$ cat src/rtl/async_wb_bridge.sv
// Terminates a 4-phase req/ack handshake into a small FIFO and presents it as a valid/ready stream.
// Latency: req_i edge to ack_o edge is SYNC_STAGES+1 cycles; when the FIFO is full, ack is withheld until a slot frees.
module async_wb_bridge #(
   parameter int DATA_W      = 32,
   parameter int DEPTH       = 4,
   parameter int SYNC_STAGES = 2
) (
   input  logic                       clk_i,
   input  logic                       rst_ni,
   input  logic                       req_i,
   input  logic [DATA_W-1:0]          data_i,
   output logic                       ack_o,
   output logic                       valid_o,
   input  logic                       ready_i,
   output logic [DATA_W-1:0]          data_o,
   input  logic                       flush_i,
   output logic [$clog2(DEPTH+1)-1:0] count_o
);

   localparam int PW = $clog2(DEPTH);
   localparam int AW = PW + 1;

   typedef enum logic {IDLE = 1'b0, ACK = 1'b1} state_t;

   logic [SYNC_STAGES-1:0] sync_q;
   logic                   req_s;
   state_t                 state_q, state_d;
   logic                   push, pop, full;
   logic [AW-1:0]          wr_ptr, rd_ptr;
   logic [DATA_W-1:0]      mem [DEPTH];

   // Raw req_i is used only here; everything downstream sees req_s.
   always_ff @(posedge clk_i or negedge rst_ni) begin
      if (!rst_ni) sync_q <= '0;
      else         sync_q <= {sync_q[SYNC_STAGES-2:0], req_i};
   end
   assign req_s = sync_q[SYNC_STAGES-1];

   always_ff @(posedge clk_i or negedge rst_ni) begin
      if (!rst_ni) state_q <= IDLE;
      else         state_q <= state_d;
   end

   always_comb begin
      state_d = state_q;
      case (state_q)
         IDLE: if (req_s && !full) state_d = ACK;
         ACK:  if (!req_s)         state_d = IDLE;
      endcase
   end

   always_comb begin
      push  = 1'b0;
      ack_o = 1'b0;
      case (state_q)
         IDLE: push  = req_s && !full;
         ACK:  ack_o = 1'b1;
      endcase
   end

   // Wrap bit distinguishes full from empty; full uses registered pointers only.
   assign full    = (wr_ptr[PW] != rd_ptr[PW]) && (wr_ptr[PW-1:0] == rd_ptr[PW-1:0]);
   assign count_o = wr_ptr - rd_ptr;
   assign valid_o = (wr_ptr != rd_ptr);
   assign pop     = valid_o && ready_i;
   assign data_o  = valid_o ? mem[rd_ptr[PW-1:0]] : '0;

   always_ff @(posedge clk_i or negedge rst_ni) begin
      if (!rst_ni) begin
         wr_ptr <= '0;
         rd_ptr <= '0;
      end else if (flush_i) begin
         wr_ptr <= '0;
         rd_ptr <= '0;
      end else begin
         if (push) wr_ptr <= wr_ptr + AW'(1);
         if (pop)  rd_ptr <= rd_ptr + AW'(1);
      end
   end

   always_ff @(posedge clk_i) begin
      if (push && !flush_i) mem[wr_ptr[PW-1:0]] <= data_i;
   end

endmodule

$ cat config.mk
export PLATFORM = sky130hd
export DESIGN_NAME = async_wb_bridge
export DESIGN_NICKNAME = d
export VERILOG_FILES = /design/src/rtl/async_wb_bridge.sv
export SDC_FILE = /design/constraint.sdc
export NUM_CORES = 1
export LEC_CHECK = 0
export CORE_MARGIN = 1
export CORE_UTILIZATION = 49
export DETAILED_ROUTE_END_ITERATION = 12
export PLACE_DENSITY = 0.78
export SETUP_SLACK_MARGIN = 0.1
export SYNTH_ARGS = -nofsm -noshare
export SYNTH_HDL_FRONTEND = slang
export SYNTH_SLANG_ARGS = --single-unit
$ cat constraint.sdc
create_clock -name clk_i -period 2.65 [get_ports clk_i]
set_input_delay 0.795 -clock clk_i [delete_from_list [all_inputs] [get_ports clk_i]]
set_output_delay 0.795 -clock clk_i [all_outputs]
set_load 0.02 [all_outputs]
==> impl_results.md, run 1 <==
- Status: complete, but fails checks
- Failing checks: setup timing
- Vias in the first global route: 3101
- Fin nets: 435
- Largest net degree at the start of global routing: 23
- Critical Path Start Type: register
- Post-synth EDFFs: about 130
- P per Cell Area: ~850 mW/mm^2
- Final Max Tran Viols: 0
- Die width: 107 um
- Cell Chain, Critical Path: buf_12, buf_16, mux4_2, nor2b_1, buf_2
- Yosys reg bits: 137
- Layout fillers: approximately 650
- Core region area: 0.0108 mm^2
- Worst slack, placed: -0.140 ns
- Slew HR: ~71%
- # IOs: 74
- Fraction of layout cells with a size suffix above 1: 45.4%
- Part of the power in registers: a little under two fifths
- Clock latency at the later pin of the worst-skew pair: 0.53 ns
- Post-cts hold buffer count: 0
- First-pass GRT wire length: 17000 um
- Final Hold Vio Count: 0
- Synth Cell Area: 0.00544 mm^2
- Clock Skew: 0.0109 ns
- CTS tree: built
- Num rows: 38
- DRC errors left: 0
- Final period util: 110%
- Post-Route Utilization: between 70% and 80%
- Leak: 2.80 nW
- Multi-input logic area: around 0.0015 mm^2
- FMAX: about 0.34 GHz
- WP data required: 1.86 ns
- CP peak stage delay: 0.50 ns
- Net switching power: 1.56 mW
- Final Non-Filler Cells: ~540
- Clock sink count: 137
- Synth warn: 0
- Sequential fraction of the synthesis area: 74.7%
- Cells after DPL: 489
- CTS root buffer: clkbuf_8
- Final min period: 2.92 ns
- Syn-to-layout area delta: 41.8%
- Initial Util: 50.2%
- Comb pwr share: 21.5%
- CP max FO: 6
- Asr flop ratio synth: 6.57%
- Total clock buffers created by CTS: 17
- DRT Pass-1 Iters: 4
- Ys flop type: edfxtp_1
- Grt ovf: 0
- Crit Path Category: reg2out
- Most frequent cells in the layout: 128 x edfxtp_1, 37 x clkdlybuf4s50_1, 32 x mux4_2, 32 x buf_6, 30 x buf_4
- H-tree depth: 4
- Setup ws final: -0.271 ns
- Peak supply drop: a little over 500 uV
- Commonest non-fill, non-tap cell in the layout: edfxtp_1
- Post-DR wirelength/cell: 22.0 um
- Slew @ Worst Pin: about 0.43 ns
- Syn avg cell area: ~21 um^2
- Mapped Cells: about 260
- GRT Util Overall: 21.0%
- Synth Net Count: 306
- Die area: between 0.01 and 0.015 mm^2
- WP data arrival: between 2 and 2.5 ns
- Register Area: 0.00407 mm^2
- Max-cap check violation count: 0
- Netlist cell types: 27
- Placer Congestion: ~0.8
- IO buf count: 73
- RSZ-0062 raised after global routing: yes
- DP HPWL: 6410 um
- Final number of setup-violating endpoints: 35
- Total power: 6.53 mW
- Die Height: 107 um
- Setup crit end kind: output pin
- Clock slew seen by the registers of the worst setup and hold paths: roughly 0.06 ns
- Post-route ant nets: 0
- DR vias: roughly 3000
- Via density: 5.55
- Ant diodes: 0
- CTS Buffer Depth: 2
- Clock power share: 41.3%
- Drt initial violations: ~210
- HP Class: reg2reg
- Sw frac: roughly a quarter
- Crit path max-delay cell type: dfrtp_2
- Detailed Route WL: ~12000 um
- Initial antenna violation count: 0
- Internal power: between 4 and 5 mW
==> metrics by stage <==
| stage | cell area [um^2] | TNS [ns] | hold slack (ns) |
|---|---|---|---|
| 6_report | 7720 | -7.14 | 0.356 |
| 5_1_grt | 7720 | -8.94 | 0.369 |
| 4_1_cts | 7300 | -6.47 | 0.359 |
| 3_5_place_dp | 6550 | -3.51 | 0.345 |
| 3_3_place_gp | 6550 | -1.57 | 0.336 |
| 2_1_floorplan | 5450 | -0.484 | 0.331 |
==> path summary, 6_finish.rpt <==
check                                 startpoint                     to  slack (ns)  cells past startpoint
max                        rd_ptr[0]$_DFFE_PN0P_             data_o[20]       -0.27                      5
min                          sync_q[0]$_DFF_PN0_    sync_q[1]$_DFF_PN0_        0.36                      0
max reg2reg                rd_ptr[1]$_DFFE_PN0P_   mem[3][27]$_DFFE_PP_        0.41                      8
min reg2reg                  sync_q[0]$_DFF_PN0_    sync_q[1]$_DFF_PN0_        0.36                      0
max in group asynchronous                 rst_ni  rd_ptr[0]$_DFFE_PN0P_        1.75                      1
min in group asynchronous                 rst_ni  wr_ptr[2]$_DFFE_PN0P_        0.58                      1
==> area by class of cell <==
cell class | count | share of cell area, %
Sequential cell | 137 | 52.7
Multi-Input combinational cell | 105 | 18.9
Timing Repair Buffer | 122 | 17.0
Clock buffer | 18 | 5.41
Clock inverter | 14 | 3.26
Tap cell | 140 | 2.27
Inverter | 7 | 0.421
==> kinds of logic after synthesis <==
group | Yosys count | synth area share, %
mux | 35 | 14.0
xor+xnor | 3 | 0.483
simple gates | 49 | 5.42
buf+inv | 19 | 1.91
compound gates | 10 | 1.47
flops | 137 | 74.7
fa+ha+maj | 8 | 1.98
==> synthesized netlist by cell type (2+ instances only) <==
| library cell | number | area (um^2) |
|---|---|---|
| edfxtp_1 | 128 | 3840 |
| nor2b_1 | 32 | 200 |
| mux4_2 | 30 | 676 |
| dfrtp_1 | 9 | 225 |
| ha_1 | 7 | 87.6 |
| inv_1 | 7 | 26.3 |
| clkbuf_1 | 6 | 22.5 |
| nor2_1 | 6 | 22.5 |
| and3_1 | 4 | 25.0 |
| buf_6 | 4 | 45.0 |
| and2b_1 | 3 | 22.5 |
| mux2_2 | 3 | 33.8 |
| o2111ai_1 | 3 | 26.3 |
| buf_2 | 2 | 10.0 |
| mux4_1 | 2 | 52.6 |
| o21a_1 | 2 | 15.0 |
| o31ai_1 | 2 | 15.0 |
| xnor2_1 | 2 | 17.5 |
==> what timing repair did <==
| item | in CTS | in global routing |
|---|---|---|
| endpoints found under the setup margin | 36 | 35 |
| setup buffers | 13 | 4 |
| resized for setup | 165 | 89 |
| cloned | 2 | 3 |
| pin swaps | 2 | 2 |
| endpoints found under the hold margin | 0 | 0 |
==> power by group through the flow <==
stage | Clock [mW] | Combinational, mW | Sequential, mW
finish | 2.70 | 1.41 | 2.43
global route | 2.81 | 1.48 | 2.43
CTS | 2.71 | 1.09 | 2.42
detailed placement | 0 | 1.04 | 2.46
global placement | 0 | 1.03 | 2.46
floorplan | 0 | 0.567 | 2.46
==> per-layer routing <==
layer	global-route usage [%]	vias up	share of wire [%]
li1	-	1309	-
met1	26.5	1568	40
met2	35.1	119	51
met3	4.36	18	5.8
met4	9.39	0	2.5
met5	0	-	0
==> flip-flops by register name, summed over array words and instances, names as in the netlist <==
register / cells
mem: 128
rd_ptr: 3
state_q: 1
sync_q: 2
wr_ptr: 3
==> critical path: cells and delay by family (launching register included) <==
| family | cells | cell delay [ns] |
|---|---|---|
| muxes | 1 | 0.50 |
| buffers and inverters | 3 | 0.45 |
| DFF | 1 | 0.50 |
| and+or+nand+nor | 1 | 0.15 |
Note: power is estimated with default switching activity, not from simulation.
==> inputs of run 2 (changes only) <==
- CORE_ASPECT_RATIO: default -> 2
- RECOVER_POWER: default -> 25
==> run 2 against run 1 <==
Net effect:
- the flow still finishes with violations (setup timing)
- sequential cell count stayed put
- total power shrank 1.6%
- global-route usage is 1.2 points higher
- combinational power increased by 8%
- design area down 0.42%
- sequential power about the same
- routed wire length down 2.1%
- via count fell by 4.6%
- hold slack better by 0.0059 ns
- largest cell class unchanged
- cell count fell by 1.7%
- highest routed layer unchanged
- largest power group unchanged
- core utilization fell by 0.54 points
- non-clock buffer count is 8 lower
- critical endpoint is now data_o[22]
==> impl_results.md, run 2 (synthesis results as in run 1) <==
- Clock power share: 38.5% (was 41.3%)
- Reg2Reg Depth: 8 (unchanged)
- Core region area: 0.0109 mm^2 (was 0.0108 mm^2)
- Final Hold Vio Count: 0 (unchanged)
- Ant diodes: 0 (unchanged)
- WP data arrival: 2.04 ns (was 2.13 ns)
- Num rows: 54 (was 38)
- Via density: 5.38 (was 5.55)
- Flop2flop setup slack: 0.51 ns (was 0.41 ns)
- CTS root buffer: clkbuf_16 (was clkbuf_8)
- Crit Path Category: reg2out (unchanged)
- CTS tree: built (unchanged)
- Detailed Route WL: 11700 um (was 12000 um)
- Most frequent cells in the layout: 128 x edfxtp_1, 34 x buf_6, 32 x mux4_2 (was 128 x edfxtp_1, 37 x clkdlybuf4s50_1, 32 x mux4_2, 32 x buf_6, 30 x buf_4)
- Fin nets: 427 (was 435)
- Syn-to-layout area delta: 41.2% (was 41.8%)
- Hold Path Stages: 0 (unchanged)
- Max reg flops: 128 (unchanged)
- CTS Buffer Depth: 2 (unchanged)
- WP data required: 1.86 ns (about the same)
- RR Startpoint: rd_ptr[1]$_DFFE_PN0P_ (unchanged)
- Sw frac: 24.8% (was 23.9%)
- Worst flop-to-flop path endpoint: mem[0][6]$_DFFE_PP_ (was mem[3][27]$_DFFE_PP_)
- Peak supply drop: 715 uV (was 514 uV)
- DRC errors left: 0 (unchanged)
- Setup ws final: -0.189 ns (was -0.271 ns)
- HP Class: reg2reg (unchanged)
- Final number of setup-violating endpoints: 33 (was 35)
- Area post-placement: 0.00654 mm^2 (was 0.00655 mm^2)
- Die Height: 151 um (was 107 um)
- Post-route ant nets: 0 (unchanged)
- Internal power: 4.83 mW (was 4.97 mW)
- Critical Path Start Type: register (unchanged)
- Final instance area: 0.00769 mm^2 (was 0.00772 mm^2)
- Clock latency at the later pin of the worst-skew pair: 0.42 ns (was 0.53 ns)
- Placer Congestion: 0.774 (was 0.797)
- GRT Util Overall: 22.2% (was 21.0%)
- Initial antenna violation count: 0 (unchanged)
- Slew HR: 70.0% (was 71.2%)
- # IOs: 74 (unchanged)
- Hold Path End: sync_q[1]$_DFF_PN0_ (unchanged)
- Clock slew seen by the registers of the worst setup and hold paths: 0.06 ns (about the same)
- P per Cell Area: 835 mW/mm^2 (was 845 mW/mm^2)
- IO buf count: 73 (unchanged)
- Die area: 0.0116 mm^2 (was 0.0115 mm^2)
- Final period util: 107% (was 110%)
- CP max FO: 5 (was 6)
- Setup crit end kind: output pin (unchanged)
- Worst slack, placed: -0.214 ns (was -0.140 ns)
- Comb pwr share: 23.7% (was 21.5%)
- Min-delay src: sync_q[0]$_DFF_PN0_ (unchanged)
- DR vias: 2874 (was 3014)
- DRT Pass-1 Iters: 4 (unchanged)
- Total clock buffers created by CTS: 17 (unchanged)
- Status: complete, but fails checks (unchanged)
- Vias in the first global route: 3225 (was 3101)
- Post-Route Utilization: 70.7% (was 71.2%)
- Final min period: 2.84 ns (was 2.92 ns)
- RSZ-0062 raised after global routing: yes (unchanged)
- Drt initial violations: 215 (was 207)
- Net switching power: 1.59 mW (was 1.56 mW)
- Max-cap check violation count: 0 (unchanged)
- Initial Util: 50.0% (was 50.2%)
- Clock Skew: 0.0135 ns (was 0.0109 ns)
- Leak: 2.79 nW (was 2.80 nW)
- H-tree depth: 4 (unchanged)
- Final Max Tran Viols: 0 (unchanged)
- Slew @ Worst Pin: 0.448 ns (was 0.431 ns)
- Post-DR wirelength/cell: 21.9 um (was 22.0 um)
- Clock sink count: 137 (unchanged)
- Failing checks: setup timing (unchanged)
- Die width: 76.5 um (was 107 um)
- Layout fillers: 615 (was 647)
- Hold Slack: 0.361 ns (was 0.356 ns)
- Fraction of layout cells with a size suffix above 1: 45.4% (about the same)
- FMAX: 0.352 GHz (was 0.342 GHz)
- Commonest non-fill, non-tap cell in the layout: edfxtp_1 (unchanged)
- Grt ovf: 0 (unchanged)
- Largest net degree at the start of global routing: 33 (was 23)
- CP Launch Point: rd_ptr[0]$_DFFE_PN0P_ (unchanged)
- DP HPWL: 6800 um (was 6410 um)
- First-pass GRT wire length: 17900 um (was 17000 um)
- Part of the power in registers: 37.8% (was 37.2%)
-- run 2: cell count changes in the layout (fill, tap and decap cells not counted), moves of 3 or more --
cell / delta
buf_4: -12
clkdlybuf4s50_1: -17
inv_6: +3
dlygate4sd3_1: +17
bufinv_16: -3
clkinvlp_4: -3
buf_16: +3
-- run 2: power groups by stage --
stage | sequential [mW] | combinational [mW] | clock (mW)
CTS | 2.42 | 1.42 | 2.51
global route | 2.43 | 1.60 | 2.59
finish | 2.42 | 1.52 | 2.47
detailed placement | 2.46 | 1.07 | 0
global placement | 2.46 | 1.06 | 0
floorplan | 2.46 | 0.567 | 0
-- run 2: layout make-up --
cell class                      instances  area, um^2  share of cell area (%)
Inverter                                7        28.8                   0.374
Timing Repair Buffer                  114        1320                    17.1
Clock inverter                         14         195                    2.54
Multi-Input combinational cell        105        1480                    19.2
Sequential cell                       137        4070                    53.0
Clock buffer                           17         425                    5.53
Tap cell                              140         175                    2.28
-- run 2: per-layer routing --
metal,vias to the layer above,routed length [um],global-route usage [%]
li1,1290,-,-
met5,-,0,0
met3,17,557,4.52
met4,0,286,11.5
met2,103,6920,42.0
met1,1464,3960,22.7
-- run 2: timing repair --
action / CTS / global route
hold buffers: 0 / 0
cloned: 5 / 1
pin swaps: 4 / 3
endpoints found under the setup margin: 36 / 35
gates resized for setup: 225 / 34
setup buffers: 14 / 3
-- run 2: how the worst max path moves through the flow --
stage	to
floorplan	data_o[10]
global placement	data_o[7]
detailed placement	data_o[7]
CTS	data_o[0]
global route	data_o[22]
finish	data_o[22]
-- run 2: worst max-delay path, cell delays in order, from the launching register on --
cell     delay [ns]
dfrtp_2        0.46
buf_6          0.13
buf_12         0.11
buf_16         0.12
mux4_2         0.51
nor2b_1        0.14
buf_2          0.15
-- run 2: metrics by stage --
stage	instances	total power, mW	setup TNS, ns
2_1_floorplan	261	3.03	-0.484
3_3_place_gp	482	3.52	-0.546
3_5_place_dp	482	3.54	-1.69
4_1_cts	532	6.35	-4.62
5_1_grt	534	6.62	-6.15
6_report	534	6.42	-4.23
